**src/rtl/aether_pifo_sorted_array.sv**
```systemverilog
// Purpose  : register-array PIFO holding up to DEPTH {meta, rank} entries sorted by rank
//            (stable among equal ranks), head always in slot 0.
// Latency  : one edge; a pushed entry is visible at the head the cycle after its push edge.
// Backpress: o_ready = ~o_full is advisory. Push while full without a pop is dropped (o_drop).
//            With AETHER_PIFO_EVICT_EN, the tail is evicted instead when the new rank beats it.
//            Push+pop in the same cycle is always accepted, even when full.
//
// Ports:
//   i_clk, i_rst_n      clock, synchronous active-low reset
//   i_push, i_data      push request, {meta[MTW], rank[PTW]}
//   o_ready             ~o_full
//   i_pop               pop request, takes the head when o_valid
//   o_valid, o_data     head entry (registered, 0 when empty)
//   o_count             occupancy, o_full / o_empty derived from it
//   o_drop              high in any cycle whose push discards an entry
//
// Optional feature macro: AETHER_PIFO_EVICT_EN (tail eviction on push while full).

module aether_pifo_sorted_array #(
    parameter int PTW       = 16,
    parameter int MTW       = 32,
    parameter int DEPTH     = 8,
    parameter int MIN_FIRST = 1
) (
    input  logic                       i_clk,
    input  logic                       i_rst_n,
    input  logic                       i_push,
    input  logic [MTW+PTW-1:0]         i_data,
    output logic                       o_ready,
    input  logic                       i_pop,
    output logic                       o_valid,
    output logic [MTW+PTW-1:0]         o_data,
    output logic [$clog2(DEPTH+1)-1:0] o_count,
    output logic                       o_full,
    output logic                       o_empty,
    output logic                       o_drop
);

    localparam int W  = MTW + PTW;
    localparam int CW = $clog2(DEPTH + 1);

    logic [W-1:0]     slot_q [DEPTH];
    logic [W-1:0]     slot_d [DEPTH];
    logic [DEPTH-1:0] vld_q, vld_d;
    logic [CW-1:0]    count_q, count_d;

    // Array as it looks after the (optional) pop, and that array shifted down by one.
    logic [W-1:0]     post    [DEPTH];
    logic [W-1:0]     post_sh [DEPTH];
    logic [DEPTH-1:0] post_vld, post_sh_vld;

    logic             full;
    logic             pop_ok;
    logic             push_ok;
    logic             evict_ok;
    logic [CW-1:0]    ins_pos;
    logic [PTW-1:0]   new_rank;

    // Strict rank ordering in the configured direction (unsigned).
    function automatic logic better(input logic [PTW-1:0] a, input logic [PTW-1:0] b);
        if (MIN_FIRST != 0) return a < b;
        else                return a > b;
    endfunction

    always_comb begin
        new_rank = i_data[PTW-1:0];
        full     = (count_q == CW'(DEPTH));
        pop_ok   = i_pop & vld_q[0];

`ifdef AETHER_PIFO_EVICT_EN
        evict_ok = i_push & full & ~pop_ok & better(new_rank, slot_q[DEPTH-1][PTW-1:0]);
`else
        evict_ok = 1'b0;
`endif
        push_ok  = i_push & (~full | pop_ok | evict_ok);

        // Post-pop view: shift everything up one slot; vacated slots read as zero.
        for (int i = 0; i < DEPTH - 1; i++) begin
            post[i]     = pop_ok ? slot_q[i+1] : slot_q[i];
            post_vld[i] = pop_ok ? vld_q[i+1]  : vld_q[i];
        end
        post[DEPTH-1]     = pop_ok ? '0   : slot_q[DEPTH-1];
        post_vld[DEPTH-1] = pop_ok ? 1'b0 : vld_q[DEPTH-1];

        post_sh[0]     = '0;
        post_sh_vld[0] = 1'b0;
        for (int i = 1; i < DEPTH; i++) begin
            post_sh[i]     = post[i-1];
            post_sh_vld[i] = post_vld[i-1];
        end

        // Insert before the first slot the new rank strictly beats (or the first empty
        // slot), so an equal rank lands behind existing ones. On eviction the old tail
        // simply falls off the end of the shifted array.
        ins_pos = CW'(DEPTH);
        for (int i = DEPTH - 1; i >= 0; i--) begin
            if (!post_vld[i] || better(new_rank, post[i][PTW-1:0])) ins_pos = CW'(i);
        end

        for (int i = 0; i < DEPTH; i++) begin
            slot_d[i] = post[i];
            vld_d[i]  = post_vld[i];
            if (push_ok) begin
                if (CW'(i) == ins_pos) begin
                    slot_d[i] = i_data;
                    vld_d[i]  = 1'b1;
                end else if (CW'(i) > ins_pos) begin
                    slot_d[i] = post_sh[i];
                    vld_d[i]  = post_sh_vld[i];
                end
            end
        end

        // An eviction replaces the tail, so it does not change occupancy.
        count_d = count_q;
        case ({push_ok & ~evict_ok, pop_ok})
            2'b10:   count_d = count_q + CW'(1);
            2'b01:   count_d = count_q - CW'(1);
            default: count_d = count_q;
        endcase
    end

    always_ff @(posedge i_clk) begin
        if (!i_rst_n) begin
            for (int i = 0; i < DEPTH; i++) slot_q[i] <= '0;
            vld_q   <= '0;
            count_q <= '0;
        end else begin
            for (int i = 0; i < DEPTH; i++) slot_q[i] <= slot_d[i];
            vld_q   <= vld_d;
            count_q <= count_d;
        end
    end

    assign o_data  = slot_q[0];
    assign o_valid = vld_q[0];
    assign o_count = count_q;
    assign o_full  = full;
    assign o_empty = (count_q == '0);
    assign o_ready = ~full;
    // Any push that meets a full array with no pop discards something: the new entry
    // or, with eviction, the old tail. Suppressed while reset is asserted.
    assign o_drop  = i_rst_n & i_push & full & ~pop_ok;

endmodule

```
**config.mk**
```make
export PLATFORM = sky130hd
export DESIGN_NAME = aether_pifo_sorted_array
export DESIGN_NICKNAME = d
export VERILOG_FILES = /design/src/rtl/aether_pifo_sorted_array.sv
export SDC_FILE = /design/constraint.sdc
export NUM_CORES = 2
export LEC_CHECK = 0
export ABC_AREA = 0
export BUFFER_PORTS_ARGS = -buffer_cell sky130_fd_sc_hd__clkbuf_2
export CORE_MARGIN = 3
export CORE_UTILIZATION = 59
export DETAILED_ROUTE_END_ITERATION = 10
export HOLD_SLACK_MARGIN = 0.02
export PLACE_DENSITY_LB_ADDON = 0.08
export SLEW_MARGIN = 10
export SYNTH_ARGS = -nofsm -noshare
export SYNTH_HDL_FRONTEND = slang
export SYNTH_SLANG_ARGS = --single-unit
```
**constraint.sdc**
```tcl
create_clock -name i_clk -period 9.9 [get_ports i_clk]
set_input_delay 0.495 -clock i_clk [delete_from_list [all_inputs] [get_ports i_clk]]
set_output_delay 0.495 -clock i_clk [all_outputs]
set_load 0.01 [all_outputs]
```
* Word-level counts from Yosys, hierarchy flattened *
Memories as Yosys holds them, arrays and structs flattened.
Index checks and enable logic that the tools add are counted.

word-level totals
  ROM bits = 0
  output and inout bits = 57
  latch bits = 0
  logic and storage cells = 149
  memory bits (writable) = 384
  memories = 1
  register bits after elaboration = 12
  input bits = 52

operators by class
  bitwise operators = 16
  multiplexer cells = 83
  add/subtract/negate cells = 2
  equality and inequality tests = 10
  shift-type cells = 0
  $lt $le $gt $ge = 16
  divide/modulo/power cells = 0
  reduce and logical (&&, ||, !) cells = 19
  multiply operators = 0

memory list
  memory  depth  bits a word  read ports  clocked after Yosys merged registers in  wr ports  RTL line  RTL
  slot_q  8      48           8           0                                        8         42        logic [W-1:0] slot_q [DEPTH];

operator list
  cell                 number
  $mux 48              40
  $lt 16x16->1         8
  $mux 1               34
  $mux 4               8
  $eq 3x4->1 const A   4
  $gt 3x4->1 const A   4
  $or 1x1->1           9
  $eq 2x4->1 const A   2
  $gt 1x4->1 const A   2
  $gt 2x4->1 const A   2
  $logic_not 1->1      8
  $logic_not 4->1      2
  $logic_or 1x1->1     8
  $pmux 4 s2           1
  $and 1x1->1          5
  $add 4x1->4 const B  1
  $eq 1x4->1 const A   1
  $eq 4x4->1 const B   1
  $sub 4x1->4 const B  1
  $eq 2x1->1 const B   1
  $eq 2x2->1 const B   1
  $not 1->1            2
  $reduce_bool 2->1    1

* Logic depth before layout (Yosys ltp) *
  word-level depth = 17
  gate-level depth with buffers = 21
  mapped depth without buffers = 14

* Worst setup path before layout *
Ideal clock, no wire load.

  path kind = input -> register
  from = input i_pop
  to = memory slot_q[0][383] (netlist bit)
  stages = 20
  arrival time = 4.689 ns
  buffers on the path = 8
  data required time = 9.776 ns
  path slack = 5.087 ns
  library setup time = 0.124 ns
  cell sequence = nand2_2 buf_6 clkbuf_1 clkbuf_1 clkbuf_1 buf_1 buf_1 nand2_1 ha_1 and2_1 a21boi_0 a211o_1 o2111ai_1 nand3_1 a311o_1 buf_6 or2_4 buf_6 o31ai_2 a31oi_1

RTL lines
  what             RTL line  RTL
  start, declared  30        input logic i_pop,
  end, declared    42

==> flow_summary_export.csv <==
group,metric,value,unit
outcome,run_status,"finished, final reports clean",
die,die_x,212,um
sta,finalCriticalPeriod,6380,ps
sta,slew_headroom,17.4,%
clock_tree,postCtsSetupRepairBufs,0,
critical_path,worst_setup_path_category,"reg -> reg",
yosys,syn_area_per_cell,7.82,um^2
power,internal-power,3.00,mW
drt,wl_per_cell,23.7,um
min_path,hold_path_startpoint,"i_data[18]",
clock_tree,clock_tree.htree_level_count,2,
power,p_sw,1.41,mW
die,die_h,212,um
clock_tree,clkSinkCount,396,
die,io-pin-count,109,
yosys,ys_top_cells_by_area,"dfxtp_1 (32%), mux2i_1 (9.3%), nand2_1 (7.1%)",
drt,vias,24900,
yosys,dominant_cell_type_by_area_after_synthesis,"dfxtp_1",
clock_tree,post_cts.resized_instances,0,
power,share_seq_of_total_power,41.3,%
place,port_buffers,108,
grt,global_route_wire_length_before_repair,133,mm
die,placementRows,74,
grt,grt_pass1_vias,23000,
die,dieArea,45100,um^2
yosys,synth_enable_flop_cells,0,
yosys,ys_async_sr_fraction,0,%
yosys,yosys_warnings,0,
critical_path,reg2reg_launch_point,"vld_q[0]",
power,power.share.combinational,20.7,%
die,placeableCoreArea,41400,um^2
sta,timing.final.setup_violations,0,
min_path,hold_depth,3,
critical_path,critical_path_arrival,6860,ps
yosys,synth.cell_area,25100,um^2
drt,drtIter0Drc,3561,
power,total_leakage_power,11.1,nW
clock_tree,clk_path_buf_depth,3,
layout,area.growth.synth_to_final,5.51,%
grt,grt_max_degree,164,
sta,finalMaxSlewViolations,0,
sta,max_freq,157,MHz
yosys,synthDominantCellAreaShare,31.6,%
critical_path,timing.critical_path.required,10380,ps
yosys,postSynthRegisterBits,396,
drt,routed_via_density,6.92,
layout,final_net_count,3215,
clock_tree,cts-hold-fix-buffers,0,
drt,remaining_drc_errors,0,
min_path,hold_path_class,"in -> reg",
flow_run,max-cap-violations,0,
place,place.gp.congestion,0.896,
power,share_clk_of_total_power,38.0,%
drt,antenna_violating_nets_left,0,
sta,rsz0062_at_grt,"false",
drt,drt_first_pass_iters,8,
critical_path,r2r_cells,14,
clock_tree,clk_pin_slew_worst_paths,60,ps
layout,utilization,64.0,%
critical_path,reg2reg_slack,3520,ps
layout,layout_common_cells,"nand2_1 (474), dfxtp_1 (396), a21oi_1 (254)",
critical_path,cp-end-kind,"flip-flop",
layout,layout-drive-gt1-share,9.15,%
layout,antenna_cells_inserted,0,
power,power-per-cell-area,166,nW/um^2
yosys,postSynthCellCount,3209,
grt,global_router_s_overall_resource_usage,36.6,%
yosys,ys_seq_area_share,31.6,%
critical_path,timing.critical_path.fanout_max,136,
place,hpwlAfterDp,55.8,mm
yosys,synth_cell_types,84,
yosys,synth.net_count,3384,
critical_path,critical_path.startpoint,"vld_q[0]",
clock_tree,numCtsBuffers,46,
clock_tree,cts_tree,"built",
power,power.switching_fraction,32.0,%
sta,fin_crit_sh,64.4,%
power,vdd_ir_drop_max,0.000126,V
sta,worst_slew_pin_slew,1230,ps
clock_tree,worstSkewPairLatency,580,ps
sta,final.setup_skew,15.6,ps
drt,routed_wirelength,85.3,mm
sta,hold_violations,0,
layout,final_common_cell,"nand2_1",
grt,grt_remaining_overflow,0,
sta,setup-tns-final,0,ps
critical_path,critPathLaunchType,"flip-flop",
grt,grt_antenna_before_repair,0,
yosys,synth_ff_type,"dfxtp_1",
clock_tree,root_buffer,"clkbuf_16",
die,initial_core_util,60.6,%
[cells in the mapped netlist (48+ instances only)]
cell      number
a211oi_1      48
a21oi_1      254
a221oi_1      73
buf_4         56
clkbuf_1     216
dfxtp_1      396
ha_1         122
mux2i_1      234
nand2_1      476
nand3_1      117
nor2_1       254
nor3_1       107
o21ai_0      196
[power groups by stage]
stage | Combinational, mW | Clock [mW] | Sequential [mW]
final | 0.913 | 1.67 | 1.82
after global routing | 1.00 | 1.74 | 1.83
after CTS | 0.891 | 1.68 | 1.81
after detailed placement | 0.886 | 0 | 1.84
after global placement | 0.860 | 0 | 1.84
after floorplan | 0.672 | 0 | 1.80
[per-stage QoR]
stage / worst slack [ps] / std cells / power (mW) / hold WS [ps] / cell area [um^2]
global route: 3310 / 3602 / 4.57 / 351 / 26500
global placement: 3800 / 3524 / 2.70 / 448 / 25100
floorplan: 5090 / 3209 / 2.47 / 437 / 25100
CTS: 3840 / 3602 / 4.38 / 324 / 26500
finish: 3520 / 3602 / 4.41 / 351 / 26500
detailed placement: 3620 / 3524 / 2.73 / 460 / 25100
[layout make-up]
cell class | count | area, um^2
clock inverter | 7 | 67.6
timing repair buffer | 139 | 813
fill | 3631 | 14900
sequential | 396 | 7930
clock buffer | 71 | 1370
inverter | 35 | 136
multi-input combinational | 2422 | 15500
tap | 532 | 666
[flip-flops by register name, indices dropped and copies added, names as in the netlist]
signal	cells
o_count	4
vld_q	8
slot_q	384
[path summary, 6_finish.rpt]
| kind | endpoint |
|---|---|
| hold / removal | slot_q[0][18] |
| hold reg to reg | slot_q[0][363] |
| setup reg to reg | slot_q[0][371] |
| setup / recovery | slot_q[0][371] |
[metal layers]
metal,share of wire (%),routed length [um],GRT usage (%),vias up
li1,-,-,-,11400
met1,45,38500,56.6,11900
met2,41,35300,52.0,1458
met3,12,10100,7.04,122
met4,1.6,1410,9.02,0
met5,0,0,0,-
[worst max-delay path: stages (launching register included)]
cell	delay (ps)
dfxtp_1	700
nand2_8	670
buf_12	560
mux2i_1	370
ha_1	220
o21ai_0	80
a21oi_1	140
o211ai_1	140
o211ai_4	100
buf_4	430
and2_1	570
nand4_1	690
o21ai_1	910
a211oi_1	190
nor4_1	210
[cell families after synthesis]
kind of cell    count (synthesis)  share of synthesized area (%)
flops                         396                           31.6
mux                           243                           9.78
buf+inv                       391                           7.11
compound gates                951                           25.7
fa+ha+maj                     123                           6.16
simple gates                 1100                           19.5
xor+xnor                        5                          0.174
(Power assumes the default switching activity.)
